## src/rtl/life_ctrl.sv

```systemverilog
// life_ctrl: game-state controller for the pacman top level.
// Detects pacman/ghost contact once per frame, counts lives, runs the death
// freeze, and declares win or game over until the restart key is pressed.
// Optional build macro LIFE_CTRL_EXTRA_LIFE_EN adds a one-per-game extra life
// once dots_left falls to EXTRA_LIFE_DOTS or below.
module life_ctrl #(
    parameter int unsigned START_LIVES  = 3,
    parameter int unsigned DEATH_FRAMES = 60,
    parameter int unsigned HIT_DIST     = 8,
    parameter logic [7:0]  RESTART_KEY  = 8'h28,
    parameter int unsigned NUM_GHOSTS   = 4
`ifdef LIFE_CTRL_EXTRA_LIFE_EN
    ,
    parameter int unsigned EXTRA_LIFE_DOTS = 16
`endif
) (
    input  logic                    Clk,
    input  logic                    Reset_n,
    input  logic                    frame_clk,
    input  logic [9:0]              pX,
    input  logic [9:0]              pY,
    input  logic [10*NUM_GHOSTS-1:0] gX,
    input  logic [10*NUM_GHOSTS-1:0] gY,
    input  logic [31:0]             dots_left,
    input  logic [7:0]              keycode,
    output logic                    lifeDown,
    output logic                    restart,
    output logic                    freeze,
    output logic [2:0]              lives,
    output logic                    game_over,
    output logic                    win
);

    typedef enum logic [1:0] {PLAY, DYING, OVER, WIN} state_t;

    localparam logic [9:0] HIT_DIST_10 = 10'(HIT_DIST);
    localparam logic [7:0] DEATH_CNT   = 8'(DEATH_FRAMES);
    localparam logic [2:0] START_CNT   = 3'(START_LIVES);

    state_t      state_q, state_d;
    logic [2:0]  lives_q, lives_d;
    logic [7:0]  cnt_q, cnt_d;
    logic        life_down_q, life_down_d;
    logic        restart_q, restart_d;
    logic        freeze_q, over_q, win_q;
    logic        frame_sync_p0, frame_sync_p1, frame_dly_p2;
    logic [7:0]  keycode_q;
    logic        tick, key_hit, hit;
`ifdef LIFE_CTRL_EXTRA_LIFE_EN
    logic        extra_q, extra_d;
    logic        award;
`endif

    // Larger minus smaller keeps the distance free of modular wrap.
    function automatic logic [9:0] abs_diff(input logic [9:0] a, input logic [9:0] b);
        return (a >= b) ? (a - b) : (b - a);
    endfunction

    function automatic logic [2:0] lives_dec(input logic [2:0] l);
        return (l == 3'd0) ? 3'd0 : l - 3'd1;
    endfunction

`ifdef LIFE_CTRL_EXTRA_LIFE_EN
    function automatic logic [2:0] lives_inc(input logic [2:0] l);
        return (l == 3'd7) ? 3'd7 : l + 3'd1;
    endfunction
`endif

    // Frame strobe synchroniser plus delay flop for rising-edge detection; keycode history.
    always_ff @(posedge Clk or negedge Reset_n) begin
        if (!Reset_n) begin
            frame_sync_p0 <= 1'b0;
            frame_sync_p1 <= 1'b0;
            frame_dly_p2  <= 1'b0;
            keycode_q     <= 8'd0;
        end else begin
            frame_sync_p0 <= frame_clk;
            frame_sync_p1 <= frame_sync_p0;
            frame_dly_p2  <= frame_sync_p1;
            keycode_q     <= keycode;
        end
    end

    assign tick    = frame_sync_p1 & ~frame_dly_p2;
    assign key_hit = (keycode == RESTART_KEY) && (keycode_q != RESTART_KEY);

    // Contact test: any ghost within HIT_DIST on both axes.
    always_comb begin
        hit = 1'b0;
        for (int i = 0; i < int'(NUM_GHOSTS); i++) begin
            if ((abs_diff(pX, gX[10*i +: 10]) <= HIT_DIST_10) &&
                (abs_diff(pY, gY[10*i +: 10]) <= HIT_DIST_10))
                hit = 1'b1;
        end
    end

    // Game FSM next-state, lives and freeze-counter logic.
    always_comb begin
        state_d     = state_q;
        lives_d     = lives_q;
        cnt_d       = cnt_q;
        life_down_d = 1'b0;
        restart_d   = 1'b0;
`ifdef LIFE_CTRL_EXTRA_LIFE_EN
        extra_d     = extra_q;
        award       = 1'b0;
`endif
        case (state_q)
            PLAY: begin
                if (tick) begin
                    if (dots_left == 32'd0) begin
                        state_d = WIN;
                    end else begin
`ifdef LIFE_CTRL_EXTRA_LIFE_EN
                        award = !extra_q && (dots_left <= EXTRA_LIFE_DOTS);
                        if (award)
                            extra_d = 1'b1;
                        // An award and a hit on the same tick cancel out.
                        if (award && !hit)
                            lives_d = lives_inc(lives_q);
                        else if (!award && hit)
                            lives_d = lives_dec(lives_q);
`else
                        if (hit)
                            lives_d = lives_dec(lives_q);
`endif
                        if (hit) begin
                            life_down_d = 1'b1;
                            cnt_d       = DEATH_CNT;
                            state_d     = DYING;
                        end
                    end
                end
            end
            DYING: begin
                if (tick) begin
                    cnt_d = cnt_q - 8'd1;
                    if (cnt_q == 8'd1)
                        state_d = (lives_q == 3'd0) ? OVER : PLAY;
                end
            end
            OVER, WIN: begin
                if (key_hit) begin
                    restart_d = 1'b1;
                    lives_d   = START_CNT;
                    cnt_d     = 8'd0;
                    state_d   = PLAY;
`ifdef LIFE_CTRL_EXTRA_LIFE_EN
                    extra_d   = 1'b0;
`endif
                end
            end
            default: state_d = PLAY;
        endcase
    end

    // State, counters and registered outputs.
    always_ff @(posedge Clk or negedge Reset_n) begin
        if (!Reset_n) begin
            state_q     <= PLAY;
            lives_q     <= START_CNT;
            cnt_q       <= 8'd0;
            life_down_q <= 1'b0;
            restart_q   <= 1'b0;
            freeze_q    <= 1'b0;
            over_q      <= 1'b0;
            win_q       <= 1'b0;
`ifdef LIFE_CTRL_EXTRA_LIFE_EN
            extra_q     <= 1'b0;
`endif
        end else begin
            state_q     <= state_d;
            lives_q     <= lives_d;
            cnt_q       <= cnt_d;
            life_down_q <= life_down_d;
            restart_q   <= restart_d;
            freeze_q    <= (state_d != PLAY);
            over_q      <= (state_d == OVER);
            win_q       <= (state_d == WIN);
`ifdef LIFE_CTRL_EXTRA_LIFE_EN
            extra_q     <= extra_d;
`endif
        end
    end

    assign lifeDown  = life_down_q;
    assign restart   = restart_q;
    assign freeze    = freeze_q;
    assign lives     = lives_q;
    assign game_over = over_q;
    assign win       = win_q;

endmodule

```

## config.mk

```make
export PLATFORM = sky130hd
export DESIGN_NAME = life_ctrl
export DESIGN_NICKNAME = d
export VERILOG_FILES = /design/src/rtl/life_ctrl.sv
export SDC_FILE = /design/constraint.sdc
export NUM_CORES = 1
export LEC_CHECK = 0
export CORE_MARGIN = 10
export CORE_UTILIZATION = 41
export DETAILED_ROUTE_END_ITERATION = 16
export PLACE_DENSITY = 0.64
export SLEW_MARGIN = 20
export SYNTH_ARGS = -nofsm -noshare
export SYNTH_HDL_FRONTEND = slang
export SYNTH_SLANG_ARGS = --single-unit
```

## constraint.sdc

```tcl
create_clock -name Clk -period 2.1 [get_ports Clk]
set_input_delay 0.42 -clock Clk [delete_from_list [all_inputs] [get_ports Clk]]
set_output_delay 0.42 -clock Clk [all_outputs]
set_load 0.02 [all_outputs]
```

==> results.yml, run 1 <==
floorplan:
  fp-row-count: 52
  die_h_um: 163
  core_area_um2: 20200
  io_pins: 151
  start_util: 0.415
  die_x_um: 163
  die_area_um2: 26500
synth:
  ys_async_sr_fraction: 1.00
  yosys.area.top_type_share: 0.233
  synth_cells: 1160
  synthTopCellsByArea: "ha_1 (23%), dfrtp_1 (8.1%), inv_1 (6.2%), a21oi_1 (4.8%), o21ai_0 (4.8%)"
  synth_fp_nets: 1459
  ys_warn_count: 0
  synth.distinct_cells: 85
  synth-main-ff-cell: "dfrtp_1"
  synth.largest_area_cell: "ha_1"
  synth_area_um2: 8370
  syn_avg_cell_area_um2: 7.22
  seq_area_frac_synth: 0.0870
  synth_edf_count: 0
  ys_ff_latch: 29
sta:
  worst_pin_slew_ns: 0.822
  hold_viol: 0
  fin_worst_skew_ns: 0.00284
  min_period_ns: 3.49
  rsz0062_at_grt: "yes"
  setup_ws_ns: -1.39
  timing.slew.headroom: 0.445
  period_share: 1.66
  finalSetupViolations: 15
  slew_viol_final: 0
  fmax_ghz: 0.286
cts:
  h-tree-depth: 2
  clock_path_buffers: 2
  cts-root-buf: "clkbuf_16"
  cts-buffers-inserted: 5
  hold_buffers: 0
  cts_tree: "done"
  clk_pin_slew_ns: 0.05
  worstSkewPairLatency_ns: 0.28
  cts.sinks: 29
worst_setup_path:
  worstRegToRegCells: 6
  cp.required_ns: 2.29
  r2r_setup_slack_ns: 0.13
  path_max_fanout: 4
  r2r-start: "cnt_q[1]"
  cp.arrival_ns: 3.69
  start_kind: "input port"
  criticalPathCategory: "in -> reg"
  reg2reg_to: "game_over"
  critPathCaptureType: "flip-flop"
power_and_ir_drop:
  power.density_nw_per_um2: 381
  ir_drop_v: 0.000327
  total_leakage_power_nw: 6.85
placed_design:
  port_buffers: 150
  gp_congestion: 0.927
  dp_hpwl_um: 27800
  dpl_cell_area_um2: 12900
route:
  drtIter0Drc: 579
  vias_per_cell: 5.54
  wl_per_cell_um: 17.7
  drc_errors: 0
  dr_total_vias: 10862
  drt_pass1_iterations: 5
  postRouteAntennaNets: 0
  wl_um: 34700
grt:
  grt_pass1_wl_um: 54700
  grt_usage: 0.248
  grt_pass1_vias: 10951
  grt_max_degree: 30
  antenna_found_initial: 0
  overflow: 0
finish:
  design_area_um2: 14400
  area_growth_syn_to_layout_pct: 71.7
  drive_gt1_frac: 0.382
  final_util: 0.712
  diodes: 0
  final_common_cell: "buf_4"
  nets: 1987
  final_cell_mix: "buf_4 (392), inv_1 (118), ha_1 (109)"
run_status:
  violations: "setup timing"
  outcome: "finished with violations"
hold_path:
  worstHoldPathCells: 0
  hp-start: "frame_sync_p0"
  hold_class: "reg -> reg"
  hold_end: "frame_sync_p1"
run:
  cap_viol_max_count: 0
==> what timing repair did <==
item	4_1_cts	5_1_grt
pin swaps	71	27
resized for setup	368	35
setup buffers	44	3
setup endpoints to repair	15	15
==> where the power goes <==
part	switching (mW)	internal [mW]	leakage [nW]	total (mW)
Combinational	1.99	2.11	6.43	4.09
Clock	0.248	0.433	0.0696	0.681
Sequential	0.0637	0.639	0.343	0.703
==> critical path, stage by stage <==
cell	delay [ns]
buf_8	0.10
inv_6	0.05
ha_4	0.21
buf_6	0.12
buf_6	0.11
o21ai_4	0.11
a21oi_2	0.06
o31a_1	0.31
or4_4	0.49
and3b_1	0.19
o311ai_2	0.28
buf_4	0.18
nand2_4	0.05
or4_4	0.55
a311oi_2	0.29
o221ai_2	0.14
==> state kept, by name, indices dropped and copies added, names as in the netlist <==
register and cells:
cnt_q 8, keycode_q 8, lives 3, state_q 2
frame_dly_p2 1, frame_sync_p0 1, frame_sync_p1 1, freeze 1
game_over 1, lifeDown 1, restart 1, win 1
==> layer usage <==
| metal | share of wire | GRT usage |
|---|---|---|
| met1 | 0.42 | 0.298 |
| met3 | 0.062 | 0.0341 |
| met2 | 0.49 | 0.446 |
| met4 | 0.032 | 0.0734 |
| met5 | 0 | 0 |
==> synthesized netlist by cell type, drive strengths merged, types with 23 or more instances <==
cell,n
a21o,23
a21oi,80
a31oi,23
clkbuf,35
dfrtp,27
ha,156
inv,139
nand2,70
nand3,29
nor2,77
nor3,36
o21a,25
o21ai,80
==> cell families (layout without fill, tap and decap cells) <==
kind of cell	after synthesis	in the layout	share of synthesized area
buffers and inverters	180	709	0.0821
AO/OA/AOI/OAI	394	394	0.322
XOR/XNOR	31	31	0.0324
flip-flops	29	29	0.0870
multiplexers	15	15	0.0187
adder cells (fa/ha/maj)	156	156	0.233
AND/OR/NAND/NOR	355	355	0.224
==> through the flow <==
step | setup TNS [ns] | hold WS (ns) | power, mW | cells | setup slack [ns]
after floorplan | -18.96 | 0.124 | 2.61 | 1160 | -1.36
after global placement | -29.58 | 0.334 | 4.24 | 1904 | -2.05
after detailed placement | -30.78 | 0.353 | 4.29 | 1904 | -2.10
after CTS | -18.49 | 0.364 | 5.32 | 1956 | -1.36
after global routing | -20.53 | 0.364 | 5.87 | 1959 | -1.48
final | -18.99 | 0.360 | 5.48 | 1959 | -1.39
==> layout make-up <==
type | instances | area, um2
multi-input cells | 951 | 8020
fillers | 1615 | 5800
repair buffers | 562 | 4600
flip-flops and latches | 29 | 728
inverters | 139 | 547
well taps | 270 | 338
clock buffers | 5 | 125
clock inverters | 3 | 17.5
==> worst max path at each step <==
stage | startpoint | endpoint | depth (start not counted)
after floorplan | pY[4] | lives[0] | 12
after global placement | pY[4] | lives[0] | 14
after detailed placement | pY[1] | lives[0] | 14
after CTS | pY[5] | lives[0] | 13
after global routing | pY[2] | lives[0] | 16
final | pY[2] | lives[0] | 16
Power figures use the tool's default switching activity.
==> run 2: changes to the inputs <==
Settings changed: CAP_MARGIN from default to 40, PLACE_DENSITY 0.64 to 0.66.
Clock period 2.1 ns to 2.9 ns, I/O delays scaled along.
==> run 2 against run 1 <==
Against the previous run:
- the run still ends with setup timing left
- power decreased by 23%
- sequential power shrank 24%
- setup slack improved by 0.72 ns
- critical path depth rose by 1
- sequential cell count stayed put
- count of clock-buffer cells in the layout increased by 2
- final cell count grew 0.46%
- clock power decreased by 12%
- clock skew is 0.0038 ns higher
- hold slack lost 0.016 ns
==> results.yml, run 2 (synthesized netlist as in run 1, its figures left out) <==
run_status:
  outcome: "finished with violations"
  violations: "setup timing"
grt:
  use_met1: 0.301
  antenna_found_initial: 2
  grt_pass1_vias: 11293
  grt_max_degree: 30
  grt_use_met3: 0.0384
  overflow: 0
  met2_usage: 0.459
  grt_usage: 0.254
  top_usage_layer: "met2"
  grt_pass1_wl_um: 56300
power_and_ir_drop:
  p_sw_frac: 0.409
  pwr-share-seq: 0.127
  p_sw_mw: 1.72
  ir_drop_v: 0.000263
  intPower_mw: 2.49
  power.density_nw_per_um2: 283
  clock_power_share: 0.142
  total_leakage_power_nw: 6.95
  p_comb_frac: 0.731
route:
  drt_pass1_iterations: 6
  wl_per_cell_um: 18.3
  drc_errors: 0
  wl_um: 36000
  dr_total_vias: 11215
  vias_per_cell: 5.70
  drtIter0Drc: 644
  postRouteAntennaNets: 0
worst_setup_path:
  cp_num_cells: 17
  critPathCaptureType: "flip-flop"
  crit_buf_inv: 6
  slowest_delay_ns: 0.43
  worstRegToRegCells: 5
  crit_family: "compound AO/OA/AOI/OAI gates"
  crit_chain: "buf_8 > inv_6 > buf_12 > ha_4 > o21a_1 > o211ai_1 > buf_4 > a211oi_4 > or4_4 > a21oi_2 > and4b_1 > o211ai_1 > buf_4 > nor4_4 > buf_4 > o41ai_2 > a22o_1"
  start_kind: "input port"
  cp.required_ns: 3.12
  path_max_fanout: 4
  r2r_setup_slack_ns: 0.91
  critPathSlowestCell: "or4_4"
  criticalPathCategory: "in -> reg"
  cp_common_cell: "buf_4"
  cp.arrival_ns: 3.79
finish:
  final_cell_mix: "buf_4 (392), inv_1 (117), ha_1 (95)"
  final_util: 0.736
  drive_gt1_frac: 0.406
  nets: 1994
  design_area_um2: 14800
  multi_input_area_um2: 8310
  fill_cells: 1497
  regArea_um2: 728
  final_common_cell: "buf_4"
  area_growth_syn_to_layout_pct: 77.3
  fin_cells: 1968
floorplan:
  io_pins: 151
  start_util: 0.415
  die_h_um: 163
  fp-row-count: 52
  core_area_um2: 20200
  die_x_um: 163
  die_area_um2: 26500
placed_design:
  dpl_cell_area_um2: 12800
  port_buffers: 150
  dp_hpwl_um: 27200
  dpl.cell_count: 1887
  place_ws_ns: -1.43
  gp_congestion: 0.989
cts:
  worstSkewPairLatency_ns: 0.27
  cts-root-buf: "clkbuf_16"
  clk_pin_slew_ns: 0.05
  cts.sinks: 29
  h-tree-depth: 2
  cts-buffers-inserted: 5
  clock_path_buffers: 2
  cts_tree: "done"
hold_path:
  hold_class: "reg -> reg"
  worstHoldPathCells: 0
sta:
  slew_viol_final: 0
  min_period_ns: 3.57
  finalSetupTns_ns: -9.04
  worst_pin_slew_ns: 0.676
  fin_worst_skew_ns: 0.00666
  finalSetupViolations: 15
  period_share: 1.23
  rsz0062_at_grt: "yes"
  setup_ws_ns: -0.672
  timing.slew.headroom: 0.544
  hold_viol: 0
  fmax_ghz: 0.280
run:
  cap_viol_max_count: 0
## run 2: cell count changes in the layout (fill, tap and decap cells not counted), sizes merged, moves of 2 or more
cell	delta
diode	+2
dlygate4sd2	-3
clkdlybuf4s50	-4
clkinv	-2
buf	+9
clkbuf	+5
## run 2: area by class of cell
| type | count | area share |
|---|---|---|
| antenna | 2 | 0.000337 |
| clock buffer | 7 | 0.00961 |
| clock inverter | 1 | 0.00202 |
| inverter | 139 | 0.0385 |
| multi-input combinational | 951 | 0.560 |
| sequential | 29 | 0.0491 |
| tap | 270 | 0.0228 |
| timing repair buffer | 569 | 0.317 |
## run 2: through the flow
stage               power, mW  hold slack [ns]
global placement         3.04            0.334
floorplan                1.89            0.284
detailed placement       3.07            0.336
CTS                      3.98            0.346
global route             4.49            0.352
finish                   4.21            0.344
## run 2: routing by layer
layer,up-vias,wire (um),part of all wire
met5,-,0,0
met4,0,1350,0.037
met3,118,2390,0.066
met2,475,17700,0.49
met1,5260,14600,0.41
li1,5362,-,-
## run 2: timing repair
item	4_1_cts	5_1_grt
hold buffers	0	0
buffers inserted	67	7
endpoints found under the setup margin	15	15
gates resized for setup	395	99
pin swaps	92	44
hold endpoints to repair	0	0
## run 2: power by group through the flow
stage | Sequential (mW) | Clock [mW] | Combinational, mW
detailed placement | 0.537 | 0 | 2.54
finish | 0.535 | 0.596 | 3.08
floorplan | 0.523 | 0 | 1.36
global placement | 0.537 | 0 | 2.50
global route | 0.544 | 0.618 | 3.33
CTS | 0.531 | 0.597 | 2.86
## run 2: path summary, 6_finish.rpt
path | startpoint | endpoint
setup / recovery | pX[4] | lives[1]
setup reg to reg | state_q[0] | lives[0]
hold reg to reg | frame_sync_p0 | frame_sync_p1
min in group asynchronous | Reset_n | keycode_q[0]
hold / removal | frame_sync_p0 | frame_sync_p1
max in group asynchronous | Reset_n | lives[0]
## run 2: worst register-to-register path: stages (launching register included)
cell,delay (ns)
dfrtp_1,0.73
nor3_1,0.17
o21a_1,0.24
buf_4,0.17
or4_1,0.44
o221ai_2,0.17
==> run 3: changes to the inputs <==
Settings changed: CORE_UTILIZATION 41 to 43, PLACE_DENSITY 0.66 to 0.69.
==> run 3 against run 2 <==
Against the previous run:
- the flow still finishes with violations (setup timing)
- first-iteration DRC count grew 21%
- hold slack improved by 0.0072 ns
- global-route usage shrank 1.2 points
- count of clock-buffer cells in the layout did not move
- largest cell class unchanged
==> results.yml, run 3 (synthesized netlist as in run 1, its figures left out) <==
run_status:
  outcome: "finished with violations"
  violations: "setup timing"
worst_setup_path:
  reg2reg_to: "lives[0]"
  cp.required_ns: 3.03
  r2r_setup_slack_ns: 0.83
  crit_chain: "buf_2 > inv_2 > buf_6 > ha_4 > nand4_1 > buf_4 > o21bai_4 > a311oi_4 > o211a_1 > a211oi_2 > or4b_4 > nor4b_4 > nand4_1 > a31oi_1 > o311ai_1"
  crit_buf_inv: 4
  critPathSlowestCell: "or4b_4"
  cp.arrival_ns: 3.78
  cp_common_cell: "nand4_1"
  criticalPathCategory: "in -> reg"
  crit_family: "simple AND/OR/NAND/NOR gates"
  critPathCaptureType: "flip-flop"
  worstRegToRegCells: 5
  slowest_delay_ns: 0.56
  path_max_fanout: 4
  r2r-start: "state_q[0]"
  start_kind: "input port"
cts:
  h-tree-depth: 2
  worstSkewPairLatency_ns: 0.28
  clk_pin_slew_ns: 0.05
  cts-buffers-inserted: 5
  cts-root-buf: "clkbuf_16"
  clock_path_buffers: 2
  cts_tree: "done"
  hold_buffers: 0
  cts.sinks: 29
placed_design:
  gp_congestion: 0.933
  dp_hpwl_um: 26300
  dpl_cell_area_um2: 12800
  port_buffers: 150
  dpl.cell_count: 1877
sta:
  hold_viol: 0
  fmax_ghz: 0.274
  timing.slew.headroom: 0.454
  rsz0062_at_grt: "yes"
  min_period_ns: 3.64
  worst_pin_slew_ns: 0.808
  period_share: 1.26
  setup_ws_ns: -0.744
  finalSetupViolations: 15
  fin_worst_skew_ns: 0.00941
  slew_viol_final: 0
power_and_ir_drop:
  power.density_nw_per_um2: 277
  power_mw: 3.99
  ir_drop_v: 0.000225
  total_leakage_power_nw: 6.88
floorplan:
  start_util: 0.442
  io_pins: 151
  die_area_um2: 25400
  die_h_um: 160
  fp-row-count: 50
  core_area_um2: 19000
  die_x_um: 160
finish:
  nets: 1973
  fin_cells: 1935
  design_area_um2: 14400
  area_growth_syn_to_layout_pct: 71.8
  final_cell_mix: "buf_4 (381), inv_1 (119), ha_1 (102)"
  drive_gt1_frac: 0.384
  final_common_cell: "buf_4"
route:
  dr_total_vias: 11185
  wl_per_cell_um: 18.1
  postRouteAntennaNets: 0
  drt_pass1_iterations: 6
  drtIter0Drc: 780
  drc_errors: 0
  vias_per_cell: 5.78
  wl_um: 35100
hold_path:
  hold_end: "frame_sync_p1"
  worstHoldPathCells: 0
  hp-start: "frame_sync_p0"
  hold_class: "reg -> reg"
grt:
  antenna_found_initial: 1
  grt_usage: 0.242
  grt_max_degree: 30
  grt_pass1_vias: 11071
  overflow: 0
  grt_pass1_wl_um: 52900
run:
  cap_viol_max_count: 0
[run 3: cell count changes in the layout (fill, tap and decap cells not counted), moves of 6 or more]
cell / previous run / this run
clkbuf_2: 5 / 19
buf_4: 392 / 381
dlymetal6s2s_1: 1 / 9
buf_6: 33 / 24
ha_1: 95 / 102
clkdlybuf4s15_2: 6 / 0
ha_4: 50 / 43
buf_2: 17 / 10
[run 3: area by class of cell]
class / count / area [um2]
Tap cell: 260 / 325
Timing Repair Buffer: 548 / 4460
Sequential cell: 29 / 728
Clock buffer: 7 / 143
Multi-Input combinational cell: 951 / 8170
Inverter: 139 / 554
Antenna cell: 1 / 2.50
Fill cell: 1365 / 4570
[run 3: layer usage]
| layer | track usage | up-vias | wire length [um] |
|---|---|---|---|
| met5 | 0 | - | 0 |
| met4 | 0.0906 | 0 | 1520 |
| met3 | 0.0300 | 115 | 2020 |
| met2 | 0.429 | 482 | 17200 |
| met1 | 0.289 | 5279 | 14300 |
| li1 | - | 5309 | - |
[run 3: worst max-delay path by stage]
stage / end / cells past startpoint / start
global placement: lives[0] / 13 / pY[4]
floorplan: lives[0] / 12 / pY[4]
CTS: lives[0] / 13 / pY[7]
detailed placement: lives[0] / 13 / pY[4]
finish: lives[2] / 15 / pY[3]
global route: cnt_q[0] / 15 / pY[4]
[run 3: stage by stage]
stage	hold WS (ns)	setup TNS, ns	util	setup WS (ns)
2_1_floorplan	0.284	-9.36	-	-0.719
3_3_place_gp	0.334	-20.13	0.675	-1.38
3_5_place_dp	0.343	-20.72	0.675	-1.42
4_1_cts	0.353	-10.06	0.724	-0.763
5_1_grt	0.365	-11.25	0.759	-0.858
6_report	0.351	-9.77	0.759	-0.744
[run 3: where the power goes]
group	internal (mW)	total, mW	switching (mW)
Combinational	1.51	2.94	1.44
Sequential	0.462	0.541	0.0788
Clock	0.335	0.502	0.167
[run 3: timing repair]
| item | in CTS | in global routing |
|---|---|---|
| pin swaps | 47 | 75 |
| gates resized for setup | 264 | 163 |
| setup endpoints to repair | 15 | 15 |
| setup buffers | 26 | 28 |
